$ cat src/rtl/dt_controller.sv
// Top-level sequencer for the distance-transform block: unpacks the source ROM
// into the result RAM, then hands the shared RAM port to the forward and backward engines.
module dt_controller #(
    parameter int unsigned STI_WORDS    = 1024,
    parameter int unsigned PIX_PER_WORD = 16
) (
    input  logic        clk,
    input  logic        rstn,
    input  logic        start,
    output logic        sti_rd,
    output logic [9:0]  sti_addr,
    input  logic [15:0] sti_di,
    output logic        res_rd,
    output logic        res_wr,
    output logic [13:0] res_addr,
    output logic [7:0]  res_do,
    input  logic [7:0]  res_di,
    output logic        fp_start,
    input  logic        fp_rd,
    input  logic        fp_wr,
    input  logic [13:0] fp_addr,
    input  logic [7:0]  fp_do,
    input  logic        fp_done,
    output logic        bp_go,
    input  logic        bp_rd,
    input  logic        bp_wr,
    input  logic [13:0] bp_addr,
    input  logic [7:0]  bp_do,
    input  logic        bp_done,
    output logic        busy,
    output logic        done
);

    localparam int unsigned W_W = 10;
    localparam int unsigned K_W = 4;
    localparam int unsigned D_W = 8;
    localparam int unsigned S_W = 16;

    typedef enum logic [2:0] {
        IDLE   = 3'd0,
        LD_REQ = 3'd1,
        LD_CAP = 3'd2,
        LD_WR  = 3'd3,
        FP_RUN = 3'd4,
        BP_RUN = 3'd5,
        DONE   = 3'd6
    } state_e;

    state_e           state_q, state_d;
    logic [W_W-1:0]   w_q, w_d;
    logic [K_W-1:0]   k_q, k_d;
    logic [S_W-1:0]   sbuf_q, sbuf_d;
    logic             fp_seen_q, fp_seen_d;

    // Read data is consumed by the engines, not by the sequencer.
    logic unused_res_di;
    assign unused_res_di = ^res_di;

    always_ff @(posedge clk or negedge rstn) begin
        if (!rstn) begin
            state_q   <= IDLE;
            w_q       <= '0;
            k_q       <= '0;
            sbuf_q    <= '0;
            fp_seen_q <= 1'b0;
        end else begin
            state_q   <= state_d;
            w_q       <= w_d;
            k_q       <= k_d;
            sbuf_q    <= sbuf_d;
            fp_seen_q <= fp_seen_d;
        end
    end

    // Next state plus output decode; the RAM mux follows the state register only.
    always_comb begin
        state_d   = state_q;
        w_d       = w_q;
        k_d       = k_q;
        sbuf_d    = sbuf_q;
        fp_seen_d = (state_q == FP_RUN);
        sti_rd    = 1'b0;
        sti_addr  = '0;
        res_rd    = 1'b0;
        res_wr    = 1'b0;
        res_addr  = '0;
        res_do    = '0;
        fp_start  = 1'b0;
        bp_go     = 1'b0;
        busy      = 1'b1;
        done      = 1'b0;

        unique case (state_q)
            IDLE: begin
                busy = 1'b0;
                w_d  = '0;
                k_d  = '0;
                if (start) begin
                    state_d = LD_REQ;
                end
            end
            LD_REQ: begin
                sti_rd   = 1'b1;
                sti_addr = w_q;
                state_d  = LD_CAP;
            end
            LD_CAP: begin
                sbuf_d  = sti_di;
                k_d     = '0;
                state_d = LD_WR;
            end
            LD_WR: begin
                // Buffer shifts left so the current pixel is always the MSB.
                res_wr   = 1'b1;
                res_addr = {w_q, k_q};
                res_do   = D_W'(sbuf_q[S_W-1]);
                sbuf_d   = sbuf_q << 1;
                k_d      = k_q + K_W'(1);
                if (k_q == K_W'(PIX_PER_WORD - 1)) begin
                    if (w_q == W_W'(STI_WORDS - 1)) begin
                        state_d = FP_RUN;
                    end else begin
                        w_d     = w_q + W_W'(1);
                        state_d = LD_REQ;
                    end
                end
            end
            FP_RUN: begin
                fp_start = !fp_seen_q;
                res_rd   = fp_rd;
                res_wr   = fp_wr;
                res_addr = fp_addr;
                res_do   = fp_do;
                if (fp_done) begin
                    state_d = BP_RUN;
                end
            end
            BP_RUN: begin
                bp_go    = 1'b1;
                res_rd   = bp_rd;
                res_wr   = bp_wr;
                res_addr = bp_addr;
                res_do   = bp_do;
                if (bp_done) begin
                    state_d = DONE;
                end
            end
            DONE: begin
                busy  = 1'b0;
                done  = 1'b1;
                bp_go = 1'b1;
            end
            default: begin
                busy    = 1'b0;
                state_d = IDLE;
            end
        endcase
    end

endmodule

$ cat config.mk
export PLATFORM = sky130hd
export DESIGN_NAME = dt_controller
export DESIGN_NICKNAME = d
export VERILOG_FILES = /design/src/rtl/dt_controller.sv
export SDC_FILE = /design/constraint.sdc
export NUM_CORES = 1
export LEC_CHECK = 0
export ABC_AREA = 1
export CORE_UTILIZATION = 30
export DETAILED_ROUTE_END_ITERATION = 10
export PLACE_DENSITY_LB_ADDON = 0.05
export RECOVER_POWER = 25
export SLEW_MARGIN = 20
export SYNTH_ARGS = -nofsm -noshare
export SYNTH_HDL_FRONTEND = slang
export SYNTH_SLANG_ARGS = --single-unit
$ cat constraint.sdc
create_clock -name clk -period 1.55 [get_ports clk]
set_clock_uncertainty 0.15 [all_clocks]
set_input_delay 0.31 -clock clk [delete_from_list [all_inputs] [get_ports clk]]
set_output_delay 0.31 -clock clk [all_outputs]
set_load 0.02 [all_outputs]
Yosys cells after proc, flatten, opt, wreduce, memory -nomap -nowiden
Index checks and enable logic that the tools add are counted.
- $mul: 0
- equal/unequal tests: 13
- div/mod/pow operators: 0
- muxes and demuxes: 21
- bitwise gates (word level): 1
- $add $sub $neg: 2
- shift operators: 0
- order comparisons: 0
- reductions and logical operators: 10
- operators with widths (cell ; count):
    $pmux W14 S3 ; 1
    $pmux W16 S2 ; 1
    $mux W10 ; 3
    $pmux W8 S3 ; 1
    $pmux W3 S7 ; 1
    $pmux W10 S2 ; 1
    $mux W3 ; 5
    $add A10 B1 Y10 const B ; 1
    $eq A10 B10 Y1 const B ; 1
    $ne A2 B2 Y1 const B ; 5
    $eq A3 B3 Y1 const B ; 3
    $pmux W4 S2 ; 1
    $eq A3 B2 Y1 const B ; 2
    $reduce_bool A2 Y1 ; 3
    $mux W1 ; 5
    $reduce_and A5 Y1 ; 1
    $reduce_or A5 Y1 ; 1
    $add A4 B1 Y4 const B ; 1
    $eq A4 B4 Y1 const B ; 1
    $reduce_or A2 Y1 ; 2
    $eq A3 B1 Y1 const B ; 1
    $logic_not A3 Y1 ; 1
    $pmux W1 S3 ; 1
    $reduce_and A3 Y1 ; 1
    other kinds (3) ; 3
- memories kept: 0
- input port bits: 77
- memory bits (read-only): 0
- register bits after elaboration: 34
- word-level logic and storage cells: 52
- bits in latches: 0
- bits in writable memories: 0

Longest topological paths before layout
Gate-level depths: netlist (run 1).
- depth after elaboration: 4
- mapped depth: 10

Least setup slack after synthesis (run 1)
Ideal clock, no wire load.
- path kind: register to output
- start: reg state_q[1]
- end: out sti_addr[0]
- stages on the path, launching flop included: 6
- setup slack: -0.507 ns
- arrival: 1.597 ns
- required time: 1.090 ns
- path buffers: 0
- cell sequence: dfrtp_1 > inv_1 > nand2_1 > nor2_1 > clkinv_1 > nor2_1
- cells in the longest elaborated chain, start to end: 2
- RTL lines (element ; RTL line ; RTL):
    start, declared ; 49 ; state_e state_q, state_d;
    start signal, assigned ; 67 ; state_q <= state_d;
    $eq A3 B1 Y1 ; 93 ; unique case (state_q)
    $mux W10 ; 93 ;
    end, declared ; 11 ; output logic [9:0] sti_addr,
Every way passes these cells.

Worst setup path in the final report (run 1)
- start: reg state_q[1]
- end: out res_addr[4]
- cells in the longest elaborated chain, start to end: 2
- elaborated cells on any way between the ends: 4
- those cells by class: eq/ne: 3; mux: 1
- RTL lines (element ; RTL line ; RTL):
    $eq A3 B3 Y1 or $eq A3 B2 Y1 (tied branches) ; 93 ;
    $pmux W14 S3 * ; 93 ;
    end, declared ; 15 ; output logic [13:0] res_addr,
Every way passes the cells marked *; elsewhere a longest branch is shown, timed or not.

==> results of run 1 <==
==> worst min path at each step <==
stage	startpoint	to	slack, ns	cells after the start
2_1_floorplan	rstn	fp_seen_q$_DFF_PN0_	-0.14	0
3_3_place_gp	sbuf_q[3]$_DFFE_PN0P_	sbuf_q[4]$_DFFE_PN0P_	0.33	2
3_5_place_dp	sbuf_q[5]$_DFFE_PN0P_	sbuf_q[5]$_DFFE_PN0P_	0.33	2
4_1_cts	rstn	sbuf_q[11]$_DFFE_PN0P_	0.24	2
5_1_grt	sbuf_q[6]$_DFFE_PN0P_	sbuf_q[7]$_DFFE_PN0P_	0.37	2
6_report	sbuf_q[14]$_DFFE_PN0P_	sbuf_q[15]$_DFFE_PN0P_	0.34	2
==> logic make-up (layout without fill, tap and decap cells) <==
group / after synthesis / in the layout / synth area share [%]
simple gates: 198 / 199 / 39.0
compound gates: 40 / 40 / 12.2
buf+inv: 40 / 215 / 7.87
flops: 34 / 34 / 38.2
xor+xnor: 4 / 4 / 1.57
fa+ha+maj: 2 / 2 / 1.12
==> sequential cells by signal, summed over array words and instances (netlist names) <==
register and cells:
fp_seen_q 1, k_q 4, sbuf_q 16, state_q 3, w_q 10
==> worst max-delay path: cells and delay by family, from the launching register on <==
family,cells,cell delay [ns]
DFF,1,0.44
AOI/OAI and AO/OA,1,0.08
buffers and inverters,4,0.57
and+or+nand+nor,3,0.24
==> synthesized netlist by cell type <==
cell type  instances
dfrtp_1           34
xor2_1             3
a21oi_1            2
ha_1               2
inv_1             24
nand3_1           36
nor3b_1            1
nand2_2            1
nor2_1            22
o211ai_1          14
o22ai_1            2
o21ai_1            5
nor2_4             3
xnor2_1            1
o21ai_2            1
inv_2              3
buf_2              8
o21ai_0            8
nand4_1            4
buf_6              2
clkinv_1           1
nand4_4            1
a22o_1             8
nor2_2             2
nand2_4            2
clkbuf_1           2
nand2_1          125
nand3b_1           1
==> through the flow <==
| stage | worst slack, ns | power [mW] | hold WS, ns | std cells |
|---|---|---|---|---|
| floorplan | -0.125 | 0.905 | -0.136 | 318 |
| global placement | -0.618 | 1.10 | 0.331 | 567 |
| detailed placement | -0.628 | 1.10 | 0.332 | 567 |
| CTS | -0.521 | 1.81 | 0.241 | 585 |
| global route | -0.607 | 1.85 | 0.374 | 593 |
| finish | -0.536 | 1.79 | 0.344 | 593 |
==> cell type report <==
| type | instances | area, µm² |
|---|---|---|
| Tap cell | 99 | 124 |
| Sequential cell | 34 | 855 |
| Timing Repair Buffer | 178 | 1820 |
| Clock buffer | 8 | 90.1 |
| Fill cell | 615 | 2520 |
| Inverter | 28 | 131 |
| Timing Repair inverter | 1 | 6.26 |
| Multi-Input combinational cell | 245 | 1670 |
==> metal layers <==
| metal | wire length (µm) | vias to the layer above |
|---|---|---|
| li1 | - | 1389 |
| met1 | 3630 | 1327 |
| met2 | 4440 | 99 |
| met3 | 485 | 7 |
| met4 | 135 | 0 |
| met5 | 0 | - |
==> timing repair <==
action / CTS / global route
cloned: 3 / 3
gates resized for setup: 263 / 79
setup buffers: 7 / 8
setup endpoints to repair: 70 / 70
pin swaps: 7 / 11
==> power groups by stage <==
stage	clock network [mW]	registers (mW)	logic (mW)
floorplan	0	0.904	0.00110
global placement	0	0.904	0.199
detailed placement	0	0.904	0.199
CTS	0.718	0.886	0.201
global route	0.745	0.886	0.223
finish	0.695	0.887	0.208
==> reports/results.ini, run 1 <==
[status]
status = finished, violations left
violations = negative setup slack

[synth]
synth_area_per_cell_um2 = 7.00
synthTopCellsByArea = dfrtp_1 38%, nand2_1 21%, nand3_1 8.1%, o211ai_1 4.7%, inv_1 4.0%
synthCells = 318
yosys_warnings = 0
yosys.area.top_type = dfrtp_1
mappedNetlistNets = 397
ys_ff_latch = 34
synth-seq-area-share_pct = 38.2
synth.top_cell.area_share_pct = 38.2
synth_area_um2 = 2230
synth.distinct_cells = 28

[route]
drt_iter0_drc = 149
vias_per_cell = 4.76
vias = 2822
antenna_left = 0
wl_mm = 8.69
drc = 0
first_pass_iters = 6
wl_per_cell_um = 14.7

[clock_tree]
cts_buffers = 5
cts-root-buf = clkbuf_8
cts.sinks = 34
cts.htree.levels = 2
cts_hold_buf = 0
cts_tree = built
clk_pin_slew_ns = 0.07
clock_latency_ns = 0.29
ctsLongestPathBuffers = 2

[min_path]
min-delay-path-class = reg -> reg

[power]
p_sw_share_pct = 21.8
pwr_density_cell_nw_per_um2 = 381
pwr-share-seq_pct = 49.5
pwr-share-clk_pct = 38.8
p_comb_share_pct = 11.6
power_leakage_nw = 2.08
power_switching_uw = 390
peakVddDrop_uv = 264
power.internal_mw = 1.40

[worst_setup_path]
crit_required_ns = 1.09
cp-end-kind = output port
crit_path_top_delay_cell = dfrtp_2
r2r_setup_slack_ns = -0.36
timing.rr.end = state_q[1]$_DFFE_PN0P_
crit_path_start_kind = flop
reg2reg_depth = 12
max_stage_delay_ns = 0.44
crit_start = state_q[1]$_DFFE_PN0P_
cp_max_fo = 5
reg2reg_from = state_q[2]$_DFFE_PN0P_
crit_path_end = res_addr[4]
cp_cell_sequence = inv_4 > nand2_4 > nor2_4 > buf_12 > clkbuf_16 > nand2_2 > o211ai_1 > buf_4
crit_arrival_ns = 1.63
critical_path_class = reg -> out

[floorplanning]
fp.dieH_um = 88.1
num_rows = 31
dieArea_um2 = 7770
io_pins = 116
die_w_um = 88.1
start_util_pct = 30.9
core_area_um2 = 7210

[finish]
n_antenna_cell = 0
finish.utilization_pct = 65.1
final_nets = 572
final_cell_mix = 80 x nand2_1, 68 x clkdlybuf4s50_1, 58 x buf_4
area_delta_synth_final_pct = 111
mostFrequentLayoutCell = nand2_1
drive_gt1_share_pct = 44.7
fin_area_um2 = 4690

[global_routing]
antenna_found_initial = 0
busiest_layer = met2
grt_pass1_wl_mm = 12.8
grt_remaining_overflow = 0
grtUsageMet2_pct = 37.6
grt_use_total_pct = 21.6
grt_pass1_vias = 2731
grt_max_degree = 35
met1_usage_pct = 26.7
grt_use_met3_pct = 4.62

[timing]
max_freq_mhz = 479
period_share_pct = 135
slew_headroom_pct = 41.6
fin_setup_tns_ns = -23.89
tightest_slew_ns = 0.876
slew_viol_final = 0
fin_crit_ns = 2.09
setup_viol = 70
hold_viol_final = 0
grt_setup_unrepaired = yes
fin_ws_ns = -0.536

[flow_run]
max_cap_violations = 0

[placed_design]
place_congestion = 0.850
placed_cell_area_um2 = 3950
place.port_buffers = 107
hpwl_mm = 5.85

(Power assumes the default switching activity.)
==> run 2: changes to the inputs <==
--- a/config.mk
+++ b/config.mk
@@ -10,7 +10,7 @@
 export DETAILED_ROUTE_END_ITERATION = 10
 export PLACE_DENSITY_LB_ADDON = 0.05
 export RECOVER_POWER = 25
-export SLEW_MARGIN = 20
+export SLEW_MARGIN = 10
 export SYNTH_ARGS = -nofsm -noshare
 export SYNTH_HDL_FRONTEND = slang
 export SYNTH_SLANG_ARGS = --single-unit
==> results of run 2 <==
The final DEF is identical to that of run 1; final timing and power are the same.
==> run 3: changes to the inputs <==
--- a/config.mk
+++ b/config.mk
@@ -5,8 +5,8 @@
 export SDC_FILE = /design/constraint.sdc
 export NUM_CORES = 1
 export LEC_CHECK = 0
-export ABC_AREA = 1
 export CORE_UTILIZATION = 30
+export CTS_CLUSTER_DIAMETER = 100
 export DETAILED_ROUTE_END_ITERATION = 10
 export PLACE_DENSITY_LB_ADDON = 0.05
 export RECOVER_POWER = 25
==> reports/results.ini, run 3 <==
[timing]
grt_setup_unrepaired = yes
slew_headroom_pct = 66.5  ; +25 points
fin_setup_tns_ns = -20.39  ; +3.50 ns
setup_viol = 54  ; -23%
holdWs_ns = 0.339  ; -0.00493 ns
slew_viol_final = 0  ; unchanged
tightest_slew_ns = 0.502  ; -0.375 ns
fin_crit_ns = 2.05  ; -0.0336 ns
max_freq_mhz = 487  ; +1.6%
hold_viol_final = 0  ; unchanged
fin_ws_ns = -0.502  ; +0.0336 ns
period_share_pct = 132  ; -2.2 points

[power]
pwr-share-seq_pct = 21.2  ; -28 points
p_sw_share_pct = 39.3  ; +18 points
pwr_density_cell_nw_per_um2 = 1290  ; +240%
p_total_mw = 6.71  ; +270%
power.internal_mw = 4.07  ; +190%
p_comb_share_pct = 68.3  ; +57 points
peakVddDrop_uv = 902  ; +240%
pwr-share-clk_pct = 10.5  ; -28 points
power_switching_mw = 2.64  ; +580%
power_leakage_nw = 2.32  ; +12%

[worst_setup_path]
cp_max_fo = 11  ; +6
crit_path_start_kind = flop
crit_family = flip-flops
crit_path_top_delay_cell = dfrtp_4
cp-end-kind = output port
crit_arrival_ns = 1.59  ; -0.04 ns
r2r_setup_slack_ns = -0.43  ; -0.07 ns
cp_cell_sequence = buf_12 > mux2i_1 > o21ai_2 > buf_6
critical_path_class = reg -> out
max_stage_delay_ns = 0.54  ; +0.10 ns
path_buf_inv = 2  ; -2
crit_required_ns = 1.09  ; about the same

[route]
drc = 0  ; unchanged
antenna_left = 0  ; unchanged
vias = 2660  ; -5.7%
vias_per_cell = 4.86  ; +2.2%
wl_mm = 8.27  ; -4.8%
first_pass_iters = 4  ; -2
drt_iter0_drc = 74  ; -50%
wl_per_cell_um = 15.1  ; +3.2%

[clock_tree]
cts_tree = built
cts.htree.levels = 2  ; unchanged
cts.sinks = 34  ; unchanged
cts_buffers = 5  ; unchanged
clock_latency_ns = 0.30  ; about the same
ctsLongestPathBuffers = 2  ; unchanged
cts-root-buf = clkbuf_8
clk_pin_slew_ns = 0.08  ; about the same

[synth]
synthCells = 265  ; -17%
synth.top_cell.area_share_pct = 37.0  ; -1.2 points
synth_area_um2 = 2300  ; +3.2%
yosys_warnings = 0  ; unchanged
mappedNetlistNets = 344  ; -13%
yosys.area.top_type = dfrtp_1
synth_most_common_cell = mux2i_1
synth-seq-area-share_pct = 37.0  ; -1.2 points
synth_area_per_cell_um2 = 8.67  ; +24%
synthTopCellsByArea = dfrtp_1 37%, mux2i_1 18%, o21ai_0 8.1%, nand2_1 6.5%, nor2_1 2.9%
synthArstFlopShare_pct = 100  ; unchanged
synth_common_cells = 41 x mux2i_1, 40 x nand2_1, 37 x o21ai_0, 34 x dfrtp_1, 18 x nor2_1
synth-main-ff-cell = dfrtp_1
ys_ff_latch = 34  ; unchanged
synth_edf_count = 0  ; unchanged
synth.distinct_cells = 39  ; +39%

[global_routing]
grt_max_degree = 35  ; unchanged
grt_pass1_wl_mm = 12.3  ; -3.9%
grt_remaining_overflow = 0  ; unchanged
grt_pass1_vias = 2590  ; -5.2%
antenna_found_initial = 0  ; unchanged
grt_use_total_pct = 20.4  ; -1.2 points

[floorplanning]
start_util_pct = 31.3  ; +0.48 points
die_w_um = 89.5  ; +1.6%
core_area_um2 = 7330  ; +1.6%
io_pins = 116  ; unchanged
num_rows = 31  ; unchanged
fp.dieH_um = 89.5  ; +1.6%
dieArea_um2 = 8010  ; +3.1%

[status]
violations = negative setup slack
status = finished, violations left

[finish]
final_cell_mix = 67 x clkdlybuf4s50_1, 53 x buf_6, 50 x buf_4
largest_register_ffs = 16  ; unchanged
fin_area_um2 = 5220  ; +11%
mostFrequentLayoutCell = clkdlybuf4s50_1
fillers = 506  ; -18%
area_delta_synth_final_pct = 127
top_regs = sbuf_q: 16 flops, w_q: 10 flops, k_q: 4 flops
regMostFlops = sbuf_q
drive_gt1_share_pct = 53.6  ; +8.8 points
n_antenna_cell = 0  ; unchanged
final_nets = 526  ; -8.0%

[placed_design]
hpwl_mm = 5.38  ; -8.1%
place_congestion = 0.766  ; -9.9%
place.port_buffers = 107  ; unchanged
place_ws_ns = -0.577  ; +0.0510 ns
placed_cell_area_um2 = 4260  ; +7.8%

[min_path]
min-delay-path-class = reg -> reg

[flow_run]
max_cap_violations = 0  ; unchanged

## run 3: cell type report
cell class                 count  area [µm²]  share of cell area (%)
inverter                       7        33.8                   0.647
sequential                    34         862                    16.5
clock inverter                 1        5.00                  0.0959
timing repair buffer         195        2110                    40.4
tap                           99         124                    2.37
multi-input combinational    204        2000                    38.3
clock buffer                   7        86.3                    1.65
## run 3: kinds of logic after synthesis
logic type                 synth area share, %
DFF                                       37.0
AOI/OAI and AO/OA                         16.2
and+or+nand+nor                           20.8
adders and majority gates                 1.09
muxes                                     18.4
xor gates and xnor gates                  1.14
buffers and inverters                     5.34
## run 3: layer usage
metal,global-route usage (%),vias up,routed length (µm)
li1,-,1302,-
met1,25.9,1271,3560
met2,36.2,81,4330
met3,3.23,6,328
met4,4.76,0,58
met5,0,-,0
## run 3: worst paths after layout
check                                       start  cells after the start                     end
min in group asynchronous                    rstn                      3      w_q[8]$_DFFE_PN0P_
max in group asynchronous                    rstn                      3      w_q[2]$_DFFE_PN0P_
min                        sbuf_q[11]$_DFFE_PN0P_                      2  sbuf_q[11]$_DFFE_PN0P_
max reg2reg                state_q[0]$_DFFE_PN0P_                      8      w_q[5]$_DFFE_PN0P_
min reg2reg                sbuf_q[11]$_DFFE_PN0P_                      2  sbuf_q[11]$_DFFE_PN0P_
max                        state_q[0]$_DFFE_PN0P_                      4             res_addr[4]
## run 3: power groups by stage
stage               sequential [mW]  combinational (mW)  clock [mW]
finish                         1.42                4.58       0.704
global route                   1.45                4.87       0.766
CTS                            1.39                4.32       0.713
detailed placement             1.38                3.08           0
global placement               1.37                3.01           0
floorplan                      1.31                1.98           0
## run 3: metrics by stage
stage          util, %  instances
2_1_floorplan        -        265
3_3_place_gp      58.2        509
3_5_place_dp      58.2        509
4_1_cts           68.5        539
5_1_grt           71.2        547
6_report          71.2        547
## run 3: tightest hold or removal path, stage by stage (launching register included)
cell	delay [ns]
dfrtp_1	0.35
nand2_1	0.06
o21ai_2	0.05
## run 3: repair_timing
item	4_1_cts	5_1_grt
pin swaps	23	13
hold endpoints to repair	34	0
setup buffers	16	7
gates cloned	5	1
endpoints found under the setup margin	69	69
gates resized for setup	312	49
hold buffers	1	0
